[src/rtl/byte_mem_seq_if.sv]
// ---------------------------------------------------------------------------
// byte_mem_seq_if
//   CPU-side request/response bundle for the byte_mem_seq sequencer.
//
//   Request channel (valid/ready, one outstanding request at a time):
//     req_valid  : request present
//     req_ready  : sequencer idle and able to accept
//     req_op     : 000 LW, 001 SW, 010 LB, 011 LBU, 100 SB, others illegal
//     req_addr   : byte address
//     req_wdata  : store data (SB uses bits [7:0])
//   Response channel (single-cycle pulse):
//     resp_valid : completion pulse
//     resp_rdata : load result, 0 for stores and errors
//     resp_err   : error flag, meaningful only with resp_valid
//
//   master = CPU memory stage, slave = sequencer.
// ---------------------------------------------------------------------------
interface byte_mem_seq_if;
    logic        req_valid;
    logic        req_ready;
    logic [2:0]  req_op;
    logic [31:0] req_addr;
    logic [31:0] req_wdata;
    logic        resp_valid;
    logic [31:0] resp_rdata;
    logic        resp_err;

    modport master (
        output req_valid, req_op, req_addr, req_wdata,
        input  req_ready, resp_valid, resp_rdata, resp_err
    );

    modport slave (
        input  req_valid, req_op, req_addr, req_wdata,
        output req_ready, resp_valid, resp_rdata, resp_err
    );
endinterface

[src/rtl/byte_mem_seq.sv]
// ---------------------------------------------------------------------------
// byte_mem_seq
//   Multi-cycle sequencer between the CPU memory stage and a word-addressed,
//   single-port data memory with one cycle of read latency. Byte loads
//   (LB/LBU) read the containing word and extract one lane; byte stores (SB)
//   are done as read-modify-write of the containing word.
//
//   Ports:
//     clk        : system clock, rising edge
//     rst        : synchronous active-high reset
//     cpu        : byte_mem_seq_if.slave request/response bundle
//     mem_addr   : word-aligned memory address (0 when no strobe)
//     mem_re     : memory read strobe
//     mem_we     : memory write strobe
//     mem_wdata  : memory write data (0 when no write)
//     mem_rdata  : memory read data, valid the cycle after mem_re
//
//   Parameter:
//     MEM_RD_LAT : memory read latency; only 1 is supported.
//
//   Optional feature (macro BYTE_MEM_SEQ_ALIGN_CHECK_EN):
//     defined   -> LW/SW with addr[1:0] != 0 respond with resp_err=1 one
//                  cycle after acceptance and never touch memory.
//     undefined -> word ops simply ignore addr[1:0].
//
//   Latency from accept cycle T to resp_valid:
//     illegal/misaligned T+1, SW T+2, LW/LB/LBU T+3, SB T+4.
// ---------------------------------------------------------------------------
module byte_mem_seq #(
    parameter int MEM_RD_LAT = 1
) (
    input  logic                clk,
    input  logic                rst,
    byte_mem_seq_if.slave       cpu,
    output logic [31:0]         mem_addr,
    output logic                mem_re,
    output logic                mem_we,
    output logic [31:0]         mem_wdata,
    input  logic [31:0]         mem_rdata
);

    // The RD -> CAP timing below assumes read data arrives exactly one cycle
    // after the strobe.
    generate
        if (MEM_RD_LAT != 1) begin : g_bad_rd_lat
            $error("byte_mem_seq: MEM_RD_LAT must be 1");
        end
    endgenerate

    localparam logic [2:0] OP_LW  = 3'b000;
    localparam logic [2:0] OP_SW  = 3'b001;
    localparam logic [2:0] OP_LB  = 3'b010;
    localparam logic [2:0] OP_LBU = 3'b011;
    localparam logic [2:0] OP_SB  = 3'b100;

    typedef enum logic [2:0] {
        ST_IDLE = 3'd0,
        ST_RD   = 3'd1,
        ST_CAP  = 3'd2,
        ST_WR   = 3'd3,
        ST_RESP = 3'd4
    } state_t;

    state_t      state_reg, state_next;
    logic [2:0]  op_reg, op_next;
    logic [31:0] addr_reg, addr_next;
    logic [31:0] wdata_reg, wdata_next;
    logic [31:0] word_reg, word_next;
    logic        resp_valid_reg, resp_valid_next;
    logic [31:0] resp_rdata_reg, resp_rdata_next;
    logic        resp_err_reg, resp_err_next;

    logic        accept;
    logic        op_illegal;
    logic        op_misaligned;
    logic [1:0]  lane;
    logic [7:0]  rd_lane [4];
    logic [7:0]  sel_byte;
    logic [31:0] merged_word;
    logic [31:0] load_result;

    assign cpu.req_ready = (state_reg == ST_IDLE) && !rst;
    assign accept        = cpu.req_valid && cpu.req_ready;
    assign op_illegal    = (cpu.req_op > OP_SB);

`ifdef BYTE_MEM_SEQ_ALIGN_CHECK_EN
    assign op_misaligned = ((cpu.req_op == OP_LW) || (cpu.req_op == OP_SW)) &&
                           (cpu.req_addr[1:0] != 2'b00);
`else
    assign op_misaligned = 1'b0;
`endif

    // Little-endian lane handling: lane k is word[8k+7:8k]. Loads pick the
    // lane straight from the returning memory data; SB merges into the word
    // captured during CAP.
    assign lane = addr_reg[1:0];

    genvar gi;
    generate
        for (gi = 0; gi < 4; gi++) begin : g_lane
            assign rd_lane[gi] = mem_rdata[8*gi +: 8];
            assign merged_word[8*gi +: 8] = (lane == gi[1:0]) ? wdata_reg[7:0]
                                                              : word_reg[8*gi +: 8];
        end
    endgenerate

    assign sel_byte = rd_lane[lane];

    always_comb begin
        load_result = 32'd0;
        case (op_reg)
            OP_LW:   load_result = mem_rdata;
            OP_LB:   load_result = {{24{sel_byte[7]}}, sel_byte};
            OP_LBU:  load_result = {24'd0, sel_byte};
            default: load_result = 32'd0;
        endcase
    end

    // Strobes are killed combinationally by rst so that an in-flight SB
    // write is abandoned in the very cycle reset is seen.
    assign mem_re    = (state_reg == ST_RD) && !rst;
    assign mem_we    = (state_reg == ST_WR) && !rst;
    assign mem_addr  = (mem_re || mem_we) ? {addr_reg[31:2], 2'b00} : 32'd0;
    assign mem_wdata = mem_we ? ((op_reg == OP_SB) ? merged_word : wdata_reg)
                              : 32'd0;

    // Response outputs are registered and only reloaded on entry to RESP,
    // so they hold between responses.
    assign cpu.resp_valid = resp_valid_reg;
    assign cpu.resp_rdata = resp_rdata_reg;
    assign cpu.resp_err   = resp_err_reg;

    always_ff @(posedge clk) begin
        if (rst) begin
            state_reg      <= ST_IDLE;
            op_reg         <= 3'd0;
            addr_reg       <= 32'd0;
            wdata_reg      <= 32'd0;
            word_reg       <= 32'd0;
            resp_valid_reg <= 1'b0;
            resp_rdata_reg <= 32'd0;
            resp_err_reg   <= 1'b0;
        end else begin
            state_reg      <= state_next;
            op_reg         <= op_next;
            addr_reg       <= addr_next;
            wdata_reg      <= wdata_next;
            word_reg       <= word_next;
            resp_valid_reg <= resp_valid_next;
            resp_rdata_reg <= resp_rdata_next;
            resp_err_reg   <= resp_err_next;
        end
    end

    always_comb begin
        state_next      = state_reg;
        op_next         = op_reg;
        addr_next       = addr_reg;
        wdata_next      = wdata_reg;
        word_next       = word_reg;
        resp_valid_next = 1'b0;
        resp_rdata_next = resp_rdata_reg;
        resp_err_next   = resp_err_reg;

        case (state_reg)
            ST_IDLE: begin
                if (accept) begin
                    op_next    = cpu.req_op;
                    addr_next  = cpu.req_addr;
                    wdata_next = cpu.req_wdata;
                    if (op_illegal || op_misaligned) begin
                        state_next      = ST_RESP;
                        resp_valid_next = 1'b1;
                        resp_rdata_next = 32'd0;
                        resp_err_next   = 1'b1;
                    end else if (cpu.req_op == OP_SW) begin
                        state_next = ST_WR;
                    end else begin
                        state_next = ST_RD;
                    end
                end
            end

            ST_RD: begin
                state_next = ST_CAP;
            end

            ST_CAP: begin
                word_next = mem_rdata;
                if (op_reg == OP_SB) begin
                    state_next = ST_WR;
                end else begin
                    state_next      = ST_RESP;
                    resp_valid_next = 1'b1;
                    resp_rdata_next = load_result;
                    resp_err_next   = 1'b0;
                end
            end

            ST_WR: begin
                state_next      = ST_RESP;
                resp_valid_next = 1'b1;
                resp_rdata_next = 32'd0;
                resp_err_next   = 1'b0;
            end

            ST_RESP: begin
                state_next = ST_IDLE;
            end

            default: begin
                state_next = ST_IDLE;
            end
        endcase
    end

endmodule

[src/flat_wrapper.sv]
// flat-port wrapper written by rule: the top's interface ports become plain ports
module byte_mem_seq_flat 
#(
    parameter int MEM_RD_LAT = 1
)
  (clk, rst, mem_addr, mem_re, mem_we, mem_wdata, mem_rdata, cpu_req_valid, cpu_req_op, cpu_req_addr, cpu_req_wdata, cpu_req_ready, cpu_resp_valid, cpu_resp_rdata, cpu_resp_err);
  byte_mem_seq_if cpu_i ();
  input  logic clk;
  input  logic rst;
  output logic [31:0] mem_addr;
  output logic mem_re;
  output logic mem_we;
  output logic [31:0] mem_wdata;
  input  logic [31:0] mem_rdata;
  input wire logic [$bits(cpu_i.req_valid)-1:0] cpu_req_valid;
  input wire logic [$bits(cpu_i.req_op)-1:0] cpu_req_op;
  input wire logic [$bits(cpu_i.req_addr)-1:0] cpu_req_addr;
  input wire logic [$bits(cpu_i.req_wdata)-1:0] cpu_req_wdata;
  output wire logic [$bits(cpu_i.req_ready)-1:0] cpu_req_ready;
  output wire logic [$bits(cpu_i.resp_valid)-1:0] cpu_resp_valid;
  output wire logic [$bits(cpu_i.resp_rdata)-1:0] cpu_resp_rdata;
  output wire logic [$bits(cpu_i.resp_err)-1:0] cpu_resp_err;
  assign cpu_i.req_valid = cpu_req_valid;
  assign cpu_i.req_op = cpu_req_op;
  assign cpu_i.req_addr = cpu_req_addr;
  assign cpu_i.req_wdata = cpu_req_wdata;
  assign cpu_req_ready = cpu_i.req_ready;
  assign cpu_resp_valid = cpu_i.resp_valid;
  assign cpu_resp_rdata = cpu_i.resp_rdata;
  assign cpu_resp_err = cpu_i.resp_err;
  byte_mem_seq #(.MEM_RD_LAT(MEM_RD_LAT)) u_core (.clk(clk), .rst(rst), .cpu(cpu_i), .mem_addr(mem_addr), .mem_re(mem_re), .mem_we(mem_we), .mem_wdata(mem_wdata), .mem_rdata(mem_rdata));
endmodule
[config.mk]
export PLATFORM = sky130hd
export DESIGN_NAME = byte_mem_seq_flat
export DESIGN_NICKNAME = d
export VERILOG_FILES = /design/src/rtl/byte_mem_seq_if.sv /design/src/rtl/byte_mem_seq.sv /design/src/flat_wrapper.sv
export SDC_FILE = /design/constraint.sdc
export NUM_CORES = 1
export LEC_CHECK = 0
export ABC_CLOCK_PERIOD_IN_PS = 1500
export CAP_MARGIN = 20
export CORE_MARGIN = 3
export CORE_UTILIZATION = 43
export CTS_BUF_LIST = sky130_fd_sc_hd__clkbuf_2 sky130_fd_sc_hd__clkbuf_4 sky130_fd_sc_hd__clkbuf_8
export DETAILED_ROUTE_END_ITERATION = 8
export PLACE_DENSITY = 0.91
export RECOVER_POWER = 100
export SLEW_MARGIN = 0
export SYNTH_ARGS = -nofsm -noshare
export SYNTH_HDL_FRONTEND = slang
export SYNTH_SLANG_ARGS = --single-unit
[constraint.sdc]
create_clock -name clk -period 1.5 [get_ports clk]
set_input_delay 0.15 -clock clk [delete_from_list [all_inputs] [get_ports clk]]
set_output_delay 0.15 -clock clk [all_outputs]
set_load 0.02 [all_outputs]
==> flow_summary.json <==
{
  "min_path_cells": 3,
  "die_height_um": 125.7,
  "synth_top_area_cell": "dfxtp_1",
  "cts-root-buf": "clkbuf_8",
  "synth_seq_cells": 136,
  "area_growth_pct": 83.38,
  "synth_cell_types": 40,
  "status": "finished, violations left",
  "clock_sinks": 136,
  "critical_path.endpoint_type": "output port",
  "cts_max_level": 4,
  "clkTransAtPathRegs_ns": 0.11,
  "peakVddDrop_uv": 965.5,
  "fmax_mhz": 465.1,
  "synth_area_leaders": "dfxtp_1 (44%), nand2_1 (14%), nand3b_1 (7.9%), a21oi_1 (5.3%), o2bb2ai_1 (4.4%)",
  "internal-power_mw": 7.710,
  "design_area_sq_mm": 0.01130,
  "rsz0062_at_grt": "yes",
  "regArea_sq_mm": 0.002740,
  "hold_path_end": "u_core.wdata_reg[15]",
  "worst_slack_ns": -0.6501,
  "place_hpwl_um": 15540,
  "gp_congestion": 0.8885,
  "cp.required_ns": 1.35,
  "worstSetupStartpointType": "register",
  "clock_skew_ns": 0.03210,
  "std_cell_rows": 43,
  "mostFrequentLayoutCells": "nand2_1 (182), dfxtp_1 (128), clkdlybuf4s50_1 (100)",
  "met2_usage_pct": 52.96,
  "start_util_pct": 44.24,
  "placed_area_sq_mm": 0.009249,
  "grt_antenna_before_repair": 0,
  "syn_area_sq_mm": 0.006165,
  "avgRoutedWirePerCell_um": 26.13,
  "slew_viol_final": 0,
  "drive_gt1_share_pct": 41.17,
  "clk_latency_ns": 0.50,
  "hold_viol_final": 0,
  "postCtsHoldBufs": 0,
  "nets": 1148,
  "leakagePower_nw": 4.630,
  "rrSetupSlack_ns": -0.53,
  "hold_start": "cpu_req_wdata[15]",
  "drc": 0,
  "arrival_ns": 2.00,
  "grt_use_total_pct": 32.85,
  "seq_area_frac_synth_pct": 44.16,
  "worstMarginPinSlew_ns": 0.8738,
  "power_density_mw_per_mm2": 1074,
  "pwr-share-comb_pct": 34.5,
  "mostFrequentLayoutCell": "nand2_1",
  "drtAntennaViolNets": 0,
  "ys.flop_type": "dfxtp_1",
  "hold_ws_ns": 0.2064,
  "synth.top_cell.area_share_pct": 44.16,
  "cts_buffers": 17,
  "multi_input_area_sq_mm": 0.004109,
  "swShare_pct": 36.48,
  "grt_pass1_vias": 7443,
  "cts_tree": "done",
  "die_area_sq_mm": 0.01581,
  "vias": 7890,
  "hp-class": "in -> reg",
  "syn_area_per_cell_sq_um": 8.198,
  "fillers": 728,
  "grt_pass1_wl_um": 40990,
  "power_switching_mw": 4.428,
  "synth_edf_count": 0,
  "reg2reg_depth": 6,
  "drt_first_pass_iters": 6,
  "sequentialPowerShare_pct": 36.3,
  "violations": "negative setup slack",
  "port-buffer-count": 200,
  "wirelength_um": 32400,
  "r2r_start": "u_core.addr_reg[1]",
  "clock_path_buffers": 2,
  "criticalPathCategory": "reg -> out",
  "coreArea_sq_mm": 0.01393,
  "grt-ovfl-total": 0,
  "ios": 203,
  "min_period_ns": 2.150,
  "synthArstFlopShare_pct": 0,
  "cap_violations": 0,
  "fp.dieW_um": 125.7,
  "worst-path-max-fanout": 8,
  "pwr-share-clk_pct": 29.2,
  "r2r_end": "u_core.cpu.resp_rdata[3]",
  "grt_start_max_net_pins": 87,
  "grt_most_used_layer": "met2",
  "yosys_warnings": 0,
  "setup_viol": 201,
  "synth_cells": 752,
  "maxSlewHeadroom_pct": 41.75,
  "grt_use_met1_pct": 40.14,
  "grt_util_met3_pct": 7.973,
  "via_per_inst": 6.363,
  "post-route-period-util_pct": 143.3,
  "drtIter0Drc": 1162
}
-- worst max-delay path, stage by stage (launching register included) --
cell and delay (ns):
dfxtp_4 0.38, nor2_4 0.15, buf_6 0.14, nand3_4 0.16
buf_12 0.20, a311oi_4 0.30, buf_6 0.16
-- kinds of logic (layout without fill, tap and decap cells) --
logic type      after synthesis  after routing  share of synthesized area [%]
compound gates              141            141                          15.81
buf+inv                      73            376                          6.150
flops                       136            136                          44.16
mux                          24             24                          4.242
other cells                   1              3                        0.06083
simple gates                377            380                          29.57
-- final cells by class --
| class | instances | area share [%] |
|---|---|---|
| repair buffers | 339 | 33.37 |
| clock buffers | 18 | 2.191 |
| multi-input cells | 547 | 36.35 |
| flip-flops and latches | 136 | 24.24 |
| clock inverters | 14 | 1.649 |
| inverters | 5 | 0.1882 |
| well taps | 180 | 1.992 |
| diodes | 1 | 0.02214 |
-- timing repair --
action	4_1_cts	5_1_grt
resized for setup	537	89
setup buffers	14	12
gates cloned	11	18
endpoints found under the setup margin	201	201
pin swaps	38	78
-- cells in the mapped netlist (all sizes together), types with 5 or more instances --
| library cell | number |
|---|---|
| inv | 5 |
| dfxtp | 136 |
| nor2 | 31 |
| buf | 37 |
| mux2i | 16 |
| and3 | 33 |
| clkbuf | 31 |
| o31ai | 5 |
| nand2 | 223 |
| a21oi | 67 |
| o2bb2ai | 32 |
| mux2 | 7 |
| a222oi | 7 |
| nand2b | 5 |
| a311oi | 8 |
| nand3 | 9 |
| nand3b | 65 |
| a211oi | 16 |
-- per-stage QoR --
| step | power [mW] | cells | utilization [%] | setup TNS [ns] | setup slack, ns |
|---|---|---|---|---|---|
| after floorplan | 5.957 | 753 | - | -1.439 | -0.07142 |
| after global placement | 7.104 | 1156 | 66.37 | -32.84 | -0.4834 |
| after detailed placement | 7.187 | 1156 | 66.37 | -36.31 | -0.5667 |
| after CTS | 11.07 | 1212 | 75.88 | -38.68 | -0.4940 |
| after global routing | 12.39 | 1239 | 81.11 | -66.56 | -0.6311 |
| final | 12.14 | 1240 | 81.13 | -62.30 | -0.6501 |
-- routing by layer --
metal  part of all wire [%]  vias to the layer above
met1                     34                     3690
met4                    8.8                        0
met3                     11                      257
met5                      0                        -
li1                       -                     3191
met2                     46                      752
-- worst max-delay path by stage --
stage | cells past startpoint | slack (ns) | start | to
floorplan | 4 | -0.07 | u_core.state_reg[2] | mem_wdata[1]
global placement | 5 | -0.48 | u_core.op_reg[0] | mem_wdata[28]
detailed placement | 5 | -0.57 | u_core.op_reg[0] | mem_wdata[26]
CTS | 6 | -0.49 | u_core.op_reg[1] | mem_wdata[25]
global route | 5 | -0.63 | u_core.addr_reg[1] | mem_wdata[10]
finish | 6 | -0.65 | u_core.state_reg[2] | mem_wdata[27]
-- power by group through the flow --
stage	registers, mW	logic, mW	clock network [mW]
after floorplan	4.36	1.60	0
after global placement	4.32	2.78	0
after detailed placement	4.33	2.85	0
after CTS	4.31	3.35	3.41
after global routing	4.41	4.32	3.65
final	4.41	4.19	3.54
Note: power is estimated with default switching activity, not from simulation.
